### config.mk
export PLATFORM = sky130hd
export DESIGN_NAME = mmcm_phase_servo
export DESIGN_NICKNAME = d
export VERILOG_FILES = /design/src/rtl/mmcm_phase_servo_pkg.sv /design/src/rtl/mmcm_phase_servo_if.sv /design/src/rtl/mmcm_phase_servo_ch.sv /design/src/rtl/mmcm_phase_servo.sv
export SDC_FILE = /design/constraint.sdc
export NUM_CORES = 1
export LEC_CHECK = 0
export CAP_MARGIN = 20
export CORE_ASPECT_RATIO = 2
export CORE_MARGIN = 2
export CORE_UTILIZATION = 55
export CTS_BUF_LIST = sky130_fd_sc_hd__clkbuf_8
export DETAILED_ROUTE_END_ITERATION = 10
export GPL_TIMING_DRIVEN = 0
export HOLD_SLACK_MARGIN = 0.05
export PLACE_DENSITY = 0.75
export SLEW_MARGIN = 0
export SYNTH_ARGS = -nofsm -noshare
export SYNTH_HDL_FRONTEND = slang
export SYNTH_HIERARCHICAL = 1
export SYNTH_SLANG_ARGS = --single-unit
### constraint.sdc
create_clock -name clk_in -period 6.7 [get_ports clk_in]
set_clock_uncertainty 0.2 [all_clocks]
set_input_delay 1.34 -clock clk_in [delete_from_list [all_inputs] [get_ports clk_in]]
set_output_delay 1.34 -clock clk_in [all_outputs]
set_load 0.03 [all_outputs]
### src/rtl/mmcm_phase_servo_pkg.sv
// Shared types, widths and parameter defaults for the MMCM fine-phase servo.
package mmcm_servo_pkg;

    localparam int POS_W   = 16;
    localparam int STATE_W = 2;

    localparam int DEF_N_CH        = 2;
    localparam int DEF_ACC_W       = 16;
    localparam int DEF_THRESH      = 64;
    localparam int DEF_TIMEOUT_CYC = 1023;
    localparam int DEF_SETTLE_CYC  = 32;
    localparam int DEF_LOCK_CYC    = 4096;

    localparam logic signed [POS_W-1:0] POS_MAX = 16'sh7FFF;
    localparam logic signed [POS_W-1:0] POS_MIN = 16'sh8000;
    localparam logic signed [POS_W-1:0] POS_ONE = 16'sd1;

    typedef enum logic [STATE_W-1:0] {
        ST_IDLE      = 2'd0,
        ST_STEP      = 2'd1,
        ST_WAIT_DONE = 2'd2,
        ST_SETTLE    = 2'd3
    } servo_state_e;

    function automatic int max_int(input int a, input int b);
        return (a > b) ? a : b;
    endfunction

endpackage

### src/rtl/mmcm_phase_servo_if.sv
// MMCM dynamic phase-shift port for one channel.
// psen is a one-cycle request qualified by psincdec; the MMCM answers with a
// one-cycle psdone some cycles later, and only one request is ever outstanding.
interface mmcm_phase_servo_if;
    logic psen;
    logic psincdec;
    logic psdone;

    modport master (output psen, output psincdec, input psdone);
    modport slave  (input psen, input psincdec, output psdone);
endinterface

### src/rtl/mmcm_phase_servo_ch.sv
// One servo channel: integrates early/late strobes and issues single MMCM
// fine-phase steps, tracking the net step count, lock and timeout status.
module mmcm_servo_ch
    import mmcm_servo_pkg::*;
#(
    parameter int ACC_W       = DEF_ACC_W,
    parameter int THRESH      = DEF_THRESH,
    parameter int TIMEOUT_CYC = DEF_TIMEOUT_CYC,
    parameter int SETTLE_CYC  = DEF_SETTLE_CYC,
    parameter int LOCK_CYC    = DEF_LOCK_CYC
) (
    input  logic                    clk_i,
    input  logic                    rst_n_i,
    input  logic                    enable_i,
    input  logic                    early_i,
    input  logic                    late_i,
    mmcm_phase_servo_if.master      ps,
    output logic signed [POS_W-1:0] phase_pos_o,
    output logic                    locked_o,
    output logic                    timeout_err_o,
    output servo_state_e            state_o
);

    localparam int CNT_W = $clog2(max_int(TIMEOUT_CYC, SETTLE_CYC) + 1);
    localparam int LCK_W = $clog2(LOCK_CYC + 1);

    localparam logic signed [ACC_W-1:0] ACC_ONE = ACC_W'(1);
    localparam logic signed [ACC_W-1:0] ACC_MAX = ACC_W'((2 ** (ACC_W - 1)) - 1);
    localparam logic signed [ACC_W-1:0] ACC_MIN = -ACC_MAX;
    localparam logic signed [ACC_W-1:0] TH_P    = ACC_W'(THRESH);
    localparam logic signed [ACC_W-1:0] TH_N    = -TH_P;

    servo_state_e             state_q, state_d;
    logic signed [ACC_W-1:0]  acc_q, acc_d;
    logic                     incdec_q, incdec_d;
    logic [CNT_W-1:0]         cnt_q, cnt_d;
    logic [LCK_W-1:0]         lock_q, lock_d;
    logic signed [POS_W-1:0]  pos_q, pos_d;
    logic                     terr_q, terr_d;
    logic                     step_go;

    always_ff @(posedge clk_i or negedge rst_n_i) begin
        if (!rst_n_i) begin
            state_q  <= ST_IDLE;
            acc_q    <= '0;
            incdec_q <= 1'b0;
            cnt_q    <= '0;
            lock_q   <= '0;
            pos_q    <= '0;
            terr_q   <= 1'b0;
        end else begin
            state_q  <= state_d;
            acc_q    <= acc_d;
            incdec_q <= incdec_d;
            cnt_q    <= cnt_d;
            lock_q   <= lock_d;
            pos_q    <= pos_d;
            terr_q   <= terr_d;
        end
    end

    always_comb begin
        state_d  = state_q;
        acc_d    = acc_q;
        incdec_d = incdec_q;
        cnt_d    = cnt_q;
        lock_d   = '0;
        pos_d    = pos_q;
        terr_d   = terr_q;
        step_go  = 1'b0;

        // Opposing strobes in the same cycle cancel out.
        if (late_i && !early_i) begin
            if (acc_q != ACC_MAX) acc_d = acc_q + ACC_ONE;
        end else if (early_i && !late_i) begin
            if (acc_q != ACC_MIN) acc_d = acc_q - ACC_ONE;
        end

        unique case (state_q)
            ST_IDLE: begin
                if (enable_i && (acc_q >= TH_P || acc_q <= TH_N)) begin
                    step_go  = 1'b1;
                    incdec_d = (acc_q >= TH_P);
                    state_d  = ST_STEP;
                end
            end
            ST_STEP: begin
                cnt_d   = '0;
                state_d = ST_WAIT_DONE;
            end
            ST_WAIT_DONE: begin
                if (ps.psdone) begin
                    acc_d   = '0;
                    cnt_d   = '0;
                    state_d = ST_SETTLE;
                    if (incdec_q) begin
                        if (pos_q != POS_MAX) pos_d = pos_q + POS_ONE;
                    end else begin
                        if (pos_q != POS_MIN) pos_d = pos_q - POS_ONE;
                    end
                end else if (cnt_q == CNT_W'(TIMEOUT_CYC - 1)) begin
                    terr_d  = 1'b1;
                    acc_d   = '0;
                    cnt_d   = '0;
                    state_d = ST_IDLE;
                end else begin
                    cnt_d = cnt_q + CNT_W'(1);
                end
            end
            ST_SETTLE: begin
                acc_d = '0;
                if (cnt_q == CNT_W'(SETTLE_CYC - 1)) begin
                    cnt_d   = '0;
                    state_d = ST_IDLE;
                end else begin
                    cnt_d = cnt_q + CNT_W'(1);
                end
            end
            default: state_d = ST_IDLE;
        endcase

        if (!enable_i) acc_d = '0;

        // Lock counts quiet idle cycles and saturates at the lock threshold.
        if (state_q == ST_IDLE && enable_i && !step_go) begin
            lock_d = (lock_q == LCK_W'(LOCK_CYC)) ? lock_q : lock_q + LCK_W'(1);
        end
    end

    assign ps.psen       = (state_q == ST_STEP);
    assign ps.psincdec   = (state_q == ST_STEP) && incdec_q;
    assign phase_pos_o   = pos_q;
    assign locked_o      = (lock_q == LCK_W'(LOCK_CYC)) && enable_i;
    assign timeout_err_o = terr_q;
    assign state_o       = state_q;

endmodule

### src/rtl/mmcm_phase_servo.sv
// Multi-channel MMCM phase servo: reset synchroniser plus N_CH independent
// servo channels, each talking to its MMCM through a phase-shift interface.
module mmcm_phase_servo
    import mmcm_servo_pkg::*;
#(
    parameter int N_CH        = DEF_N_CH,
    parameter int ACC_W       = DEF_ACC_W,
    parameter int THRESH      = DEF_THRESH,
    parameter int TIMEOUT_CYC = DEF_TIMEOUT_CYC,
    parameter int SETTLE_CYC  = DEF_SETTLE_CYC,
    parameter int LOCK_CYC    = DEF_LOCK_CYC
) (
    input  logic                      clk_in,
    input  logic                      reset_in_n,
    input  logic                      enable,
    input  logic [N_CH-1:0]           early,
    input  logic [N_CH-1:0]           late,
    input  logic [N_CH-1:0]           psdone,
    output logic [N_CH-1:0]           psen,
    output logic [N_CH-1:0]           psincdec,
    output logic [N_CH*POS_W-1:0]     phase_pos,
    output logic [N_CH-1:0]           locked,
    output logic [N_CH-1:0]           timeout_err,
    output logic [N_CH*STATE_W-1:0]   fsm_state
);

    // Assert asynchronously, release two clocks after reset_in_n rises.
    logic [1:0] rst_sync_q;
    logic       rst_n_sync;

    always_ff @(posedge clk_in or negedge reset_in_n) begin
        if (!reset_in_n) rst_sync_q <= 2'b00;
        else             rst_sync_q <= {rst_sync_q[0], 1'b1};
    end

    assign rst_n_sync = rst_sync_q[1];

    for (genvar g = 0; g < N_CH; g++) begin : g_ch
        mmcm_phase_servo_if ps_if ();
        servo_state_e       ch_state;

        assign ps_if.psdone = psdone[g];
        assign psen[g]      = ps_if.psen;
        assign psincdec[g]  = ps_if.psincdec;

        mmcm_servo_ch #(
            .ACC_W       (ACC_W),
            .THRESH      (THRESH),
            .TIMEOUT_CYC (TIMEOUT_CYC),
            .SETTLE_CYC  (SETTLE_CYC),
            .LOCK_CYC    (LOCK_CYC)
        ) u_ch (
            .clk_i         (clk_in),
            .rst_n_i       (rst_n_sync),
            .enable_i      (enable),
            .early_i       (early[g]),
            .late_i        (late[g]),
            .ps            (ps_if),
            .phase_pos_o   (phase_pos[g*POS_W +: POS_W]),
            .locked_o      (locked[g]),
            .timeout_err_o (timeout_err[g]),
            .state_o       (ch_state)
        );

        assign fsm_state[g*STATE_W +: STATE_W] = ch_state;
    end

endmodule

After elaboration in Yosys (flattened, before gate mapping)
Cells that the tools add are included.
- register bits: 120
- bits of input ports: 9
- output and inout port bits: 44
- word-level logic and storage cells: 147
- add/sub/neg operators: 12
- order comparisons: 4
- equality and inequality tests: 30
- mux-type cells: 48
- bitwise gates (word level): 2
- reductions and logical operators: 36
- operator list (cell ; number):
    16-bit 2-to-1 mux ; 20
    16-bit != test (second input constant) ; 8
    16-bit by 2-bit adder with 16-bit output (second input constant) ; 4
    16-bit case mux with 2 select lines ; 2
    16-bit by 2-bit subtractor with 16-bit output (second input constant) ; 4
    10-bit 2-to-1 mux ; 6
    10-bit case mux with 3 select lines ; 2
    13-bit 2-to-1 mux ; 4
    16-bit by 8-bit >= comparator with 1-bit output (second input constant) ; 2
    16-bit by 7-bit <= comparator with 1-bit output (second input constant) ; 2
    13-bit by 1-bit adder with 13-bit output (second input constant) ; 2
    13-bit equality test (second input constant) ; 2
    10-bit by 1-bit adder with 10-bit output (second input constant) ; 2
    10-bit equality test (second input constant) ; 2
    10-bit by 5-bit equality test with 1-bit output (second input constant) ; 2
    2-bit 2-to-1 mux ; 8
    2-bit case mux with 4 select lines ; 2
    1-bit logical AND ; 14
    3-bit AND reduction ; 4
    2-bit equality test (second input constant) ; 4
    2-bit by 1-bit != test with 1-bit output (second input constant) ; 4
    2-bit != test (second input constant) ; 4
    4-bit AND reduction ; 2
    1-bit logical NOT ; 6
    9 further kinds ; 20

Longest topological paths before layout
Gate-level depths: netlist of the first run.
- depth after elaboration: 8
- mapped depth: 9
- gate-level depth less buffers: 8

Modules after synthesis
The synthesis of the first run kept the hierarchy.
- modules (own cells, without submodules) (module ; instances ; cells each ; area each (um2)):
    mmcm_servo_ch (g_ch[1].u_ch) ; 1 ; 447 ; 4120.2
    mmcm_servo_ch (g_ch[0].u_ch) ; 1 ; 456 ; 4041.4
    mmcm_phase_servo ; 1 ; 7 ; 83.8

Worst setup path before layout of the first run
OpenSTA, ideal clock, no wires.
- path type: input-to-output
- start point: input port enable
- end point: output port locked[0]
- arrival: 1777 ps
- required time: 5160 ps
- slack: 3383 ps
- stages on the path: 2
- path buffers: 0
- path through: inv_1 > nor2_1
- cells in the longest elaborated chain, start to end: 1
- ends and longest elaborated chain (what ; line ; RTL):
    start, declared ; mmcm_phase_servo.sv:15 ; input logic enable,
    1-bit logical AND ; mmcm_phase_servo_ch.sv:133 ; assign locked_o = (lock_q == LCK_W'(LOCK_CYC)) && enable_i;
    end, declared ; mmcm_phase_servo.sv:22 ; output logic [N_CH-1:0] locked,
Every way passes these cells.

Worst setup path after layout of the first run
- start point: input port enable
- end point: output port locked[1]
The elaborated chain is that of the path after synthesis.

==> reports/summary.txt, run 1 <==
Clock group share of total power: 20.6%
Dpl ws: 2.14 ns
I/O pin count: 53
Syn. warnings: 6
Setup Fix Bufs, Post-CTS: 0
Clock Pin Slew Worst Setup and Hold Paths: 0.07 ns
Commonest non-fill, non-tap cell in the layout: dfrtp_1
Overflow after GRT: 0
Largest net degree at the start of global routing: 64
CTS Root Cell: clkbuf_8
Core area: 14700 um2
Cell type with the largest total area after synthesis: dfrtp_1
Total track usage: 25.9%
Sw frac: 44.6%
R2r setup slk: 3.46 ns
Prevailing post-synth register cell: dfrtp_1
Reg2Reg Depth: 8
Hold Vio Cnt, Final: 0
Req. time, crit path: 5.16 ns
Register area: 3010 um2
Total Wirelength: 20000 um
#FFs+latches synth: 120
Post-Synth Adder-Cell Area: 7.16%
Vias in the first global route: 7392
Synth Area in XOR/XNOR: 8.60%
Post-synthesis simple-gate area fraction: 23.9%
Worst min-delay path class: flip-flop to flip-flop
Via density: 6.09
P&R area growth vs syn: 14.4%
Final core utilization: 64.0%
Status: complete, no violations
Total negative slack: 0 ns
Drt first pass iters: 5
Pleak: 4.00 nW
Multi-input logic area: 4950 um2
Count of cell types in the netlist: 89
FFs w/ async S/R, synth: 100%
Synth Cell Area: 8250 um2
Synth top area cells: dfrtp_1, ha_1, nor2_1, xor2_1, xnor2_1
Critical-path maximum fanout: 9
Seq pwr share: 33.9%
Synth Area in Compound Gates: 17.6%
Hold buffer count at CTS: 0
Max Cap Violations: 0
Setup crit start kind: input pin
Worst skew pair latency: 0.46 ns
First-pass GRT wire length: 33800 um
Synth top area share: 36.4%
Fin. max-slew vios: 0
Starting DRC count in detailed routing: 332
Share of layout cells above drive strength 1: 10.7%
Cell count after synthesis: 910
Chip width: 90.6 um
Fillers: 1276
Number of buffers created by CTS: 17
Mean post-synth cell area: 9.06 um2
R2R Path End: g_ch[1].u_ch/phase_pos_o[11]
Cell Rows: 63
Layout net count: 1037
Final setup viols: 0
WL per Instance: 16.8 um
Sw Pwr: 1.44 mW
Dpl hpwl: 14800 um
DRC: 0
CP Data Arrival Time: 2.98 ns
Crit path capture: locked[1]
Logic pwr share: 45.5%
Most frequent cells in the layout: dfrtp_1, nor2_1, nand2_1
Max IR drop VDD: 0.000222 V
Fmax: 221 MHz
Antenna-violating nets left: 0
CTS Buffer Depth: 2
Syn nets: 965
DIE HEIGHT: 177 um
WHS: 0.162 ns
GPL Wtd Cong: 0.926
Critical R2R Launch: g_ch[1].u_ch/incdec_q
Buffers on Ports: 52
Slew headroom: 44.4%
Clk sinks: 120
Vias: 7251
Unrepaired setup endpoints after global routing: no
Largest family of logic cells by synthesized area: simple AND/OR/NAND/NOR gates
Final period utilization: 67.5%
Initial antenna violation count: 0
Internal power: 1.78 mW
Endpoint type of the worst setup path: output port
Crit path from: enable
Cell Pwr Density: 341 nW/um2
Initial Util: 55.9%
Mux cell area share after synthesis: 2.78%
Post-synth EDFFs: 0
Cts repair resizes: 0
Sequential share of the synthesized area: 36.4%
Post-layout min period: 4.52 ns
WS Path Type: input pin to output port
Total die area: 16000 um2
CTS tree: yes
H-tree levels: 4
Diodes inserted: 0
Fin worst setup slack: 2.18 ns
Slew at the pin with the worst max-slew slack: 0.835 ns
## critical path, stage by stage
cell and delay (ns):
clkdlybuf4s50_1 0.72, inv_1 0.07, nor2_1 0.15, clkdlybuf4s50_1 0.69
## how the worst min path moves through the flow
| stage | startpoint | endpoint | slack [ns] | depth (start not counted) |
|---|---|---|---|---|
| floorplan | rst_sync_q[0] | rst_sync_q[1] | 0.13 | 0 |
| global placement | rst_sync_q[0] | rst_sync_q[1] | 0.14 | 0 |
| detailed placement | rst_sync_q[0] | rst_sync_q[1] | 0.14 | 0 |
| CTS | rst_sync_q[0] | rst_sync_q[1] | 0.17 | 0 |
| global route | rst_sync_q[0] | rst_sync_q[1] | 0.17 | 0 |
| finish | rst_sync_q[0] | rst_sync_q[1] | 0.16 | 0 |
## power groups by stage
| stage | Combinational [mW] | Clock, mW | Sequential (mW) |
|---|---|---|---|
| floorplan | 0.871 | 0 | 1.22 |
| global placement | 1.42 | 0 | 1.11 |
| detailed placement | 1.45 | 0 | 1.10 |
| CTS | 1.46 | 0.678 | 1.09 |
| global route | 1.60 | 0.709 | 1.12 |
| finish | 1.46 | 0.663 | 1.09 |
## kinds of logic after synthesis
| family | after synthesis |
|---|---|
| adders and majority gates | 46 |
| muxes | 20 |
| xor gates and xnor gates | 81 |
| DFF | 120 |
| buffers and inverters | 61 |
| other | 1 |
| and+or+nand+nor | 375 |
| AOI/OAI and AO/OA | 206 |
## cell type report
class                   count  share of cell area, %
clock inverters            15                   1.66
plain buffers              34                   1.98
inverters                  27                   1.07
multi-input cells         729                   52.5
repair buffers             53                   5.81
clock buffers              17                   2.48
flip-flops and latches    120                   31.9
well taps                 195                   2.59
## per-layer routing
layer	share of wire (%)	vias up	GRT usage (%)
li1	-	3460	-
met1	36	3545	25.4
met2	57	180	50.4
met3	2.6	66	3.62
met4	4.2	0	15.4
met5	0	-	0
## per-stage QoR
stage,std cells,cell area [um2],total power [mW]
4_1_cts,1190,9430,3.23
3_3_place_gp,1157,9010,2.53
6_report,1190,9430,3.22
3_5_place_dp,1158,9040,2.56
2_1_floorplan,910,8250,2.09
5_1_grt,1190,9430,3.43
## state kept, by name (all words and copies together), names as in the netlist
signal	flops
g_ch.u_ch/cnt_q	20
g_ch.u_ch/lock_q	26
g_ch.u_ch/incdec_q	2
g_ch.u_ch/acc_q	32
g_ch.u_ch/state_o	4
rst_sync_q	2
g_ch.u_ch/phase_pos_o	32
g_ch.u_ch/timeout_err_o	2
## synth_stat cells (12+ instances only)
cell / count
o21ai_1: 25
xnor2_1: 35
buf_2: 13
nand4_1: 18
nor2_1: 110
o21ai_0: 28
xor2_1: 46
and3_1: 19
dfrtp_1: 120
a21o_1: 12
inv_1: 27
a21oi_1: 38
a211oi_1: 13
nand2_1: 73
clkbuf_1: 12
ha_1: 44
nor3_1: 24
nand3_1: 41
Note: power is estimated with default switching activity, not from simulation.
==> run 2: changes to the inputs <==
clock period = 4.5 ns   (was 6.7 ns; I/O delays follow)
==> results of run 2 <==
The final DEF is identical to that of run 1. Status: complete, no violations.
Main changes from that run: setup slack after placement 2.14 ns -> 0.815 ns; setup slack after layout 2.18 ns -> 0.860 ns; register-to-register setup slack 3.46 ns -> 1.26 ns; total power 3.22 mW -> 4.79 mW; worst IR drop on VDD 0.000222 V -> 0.000331 V
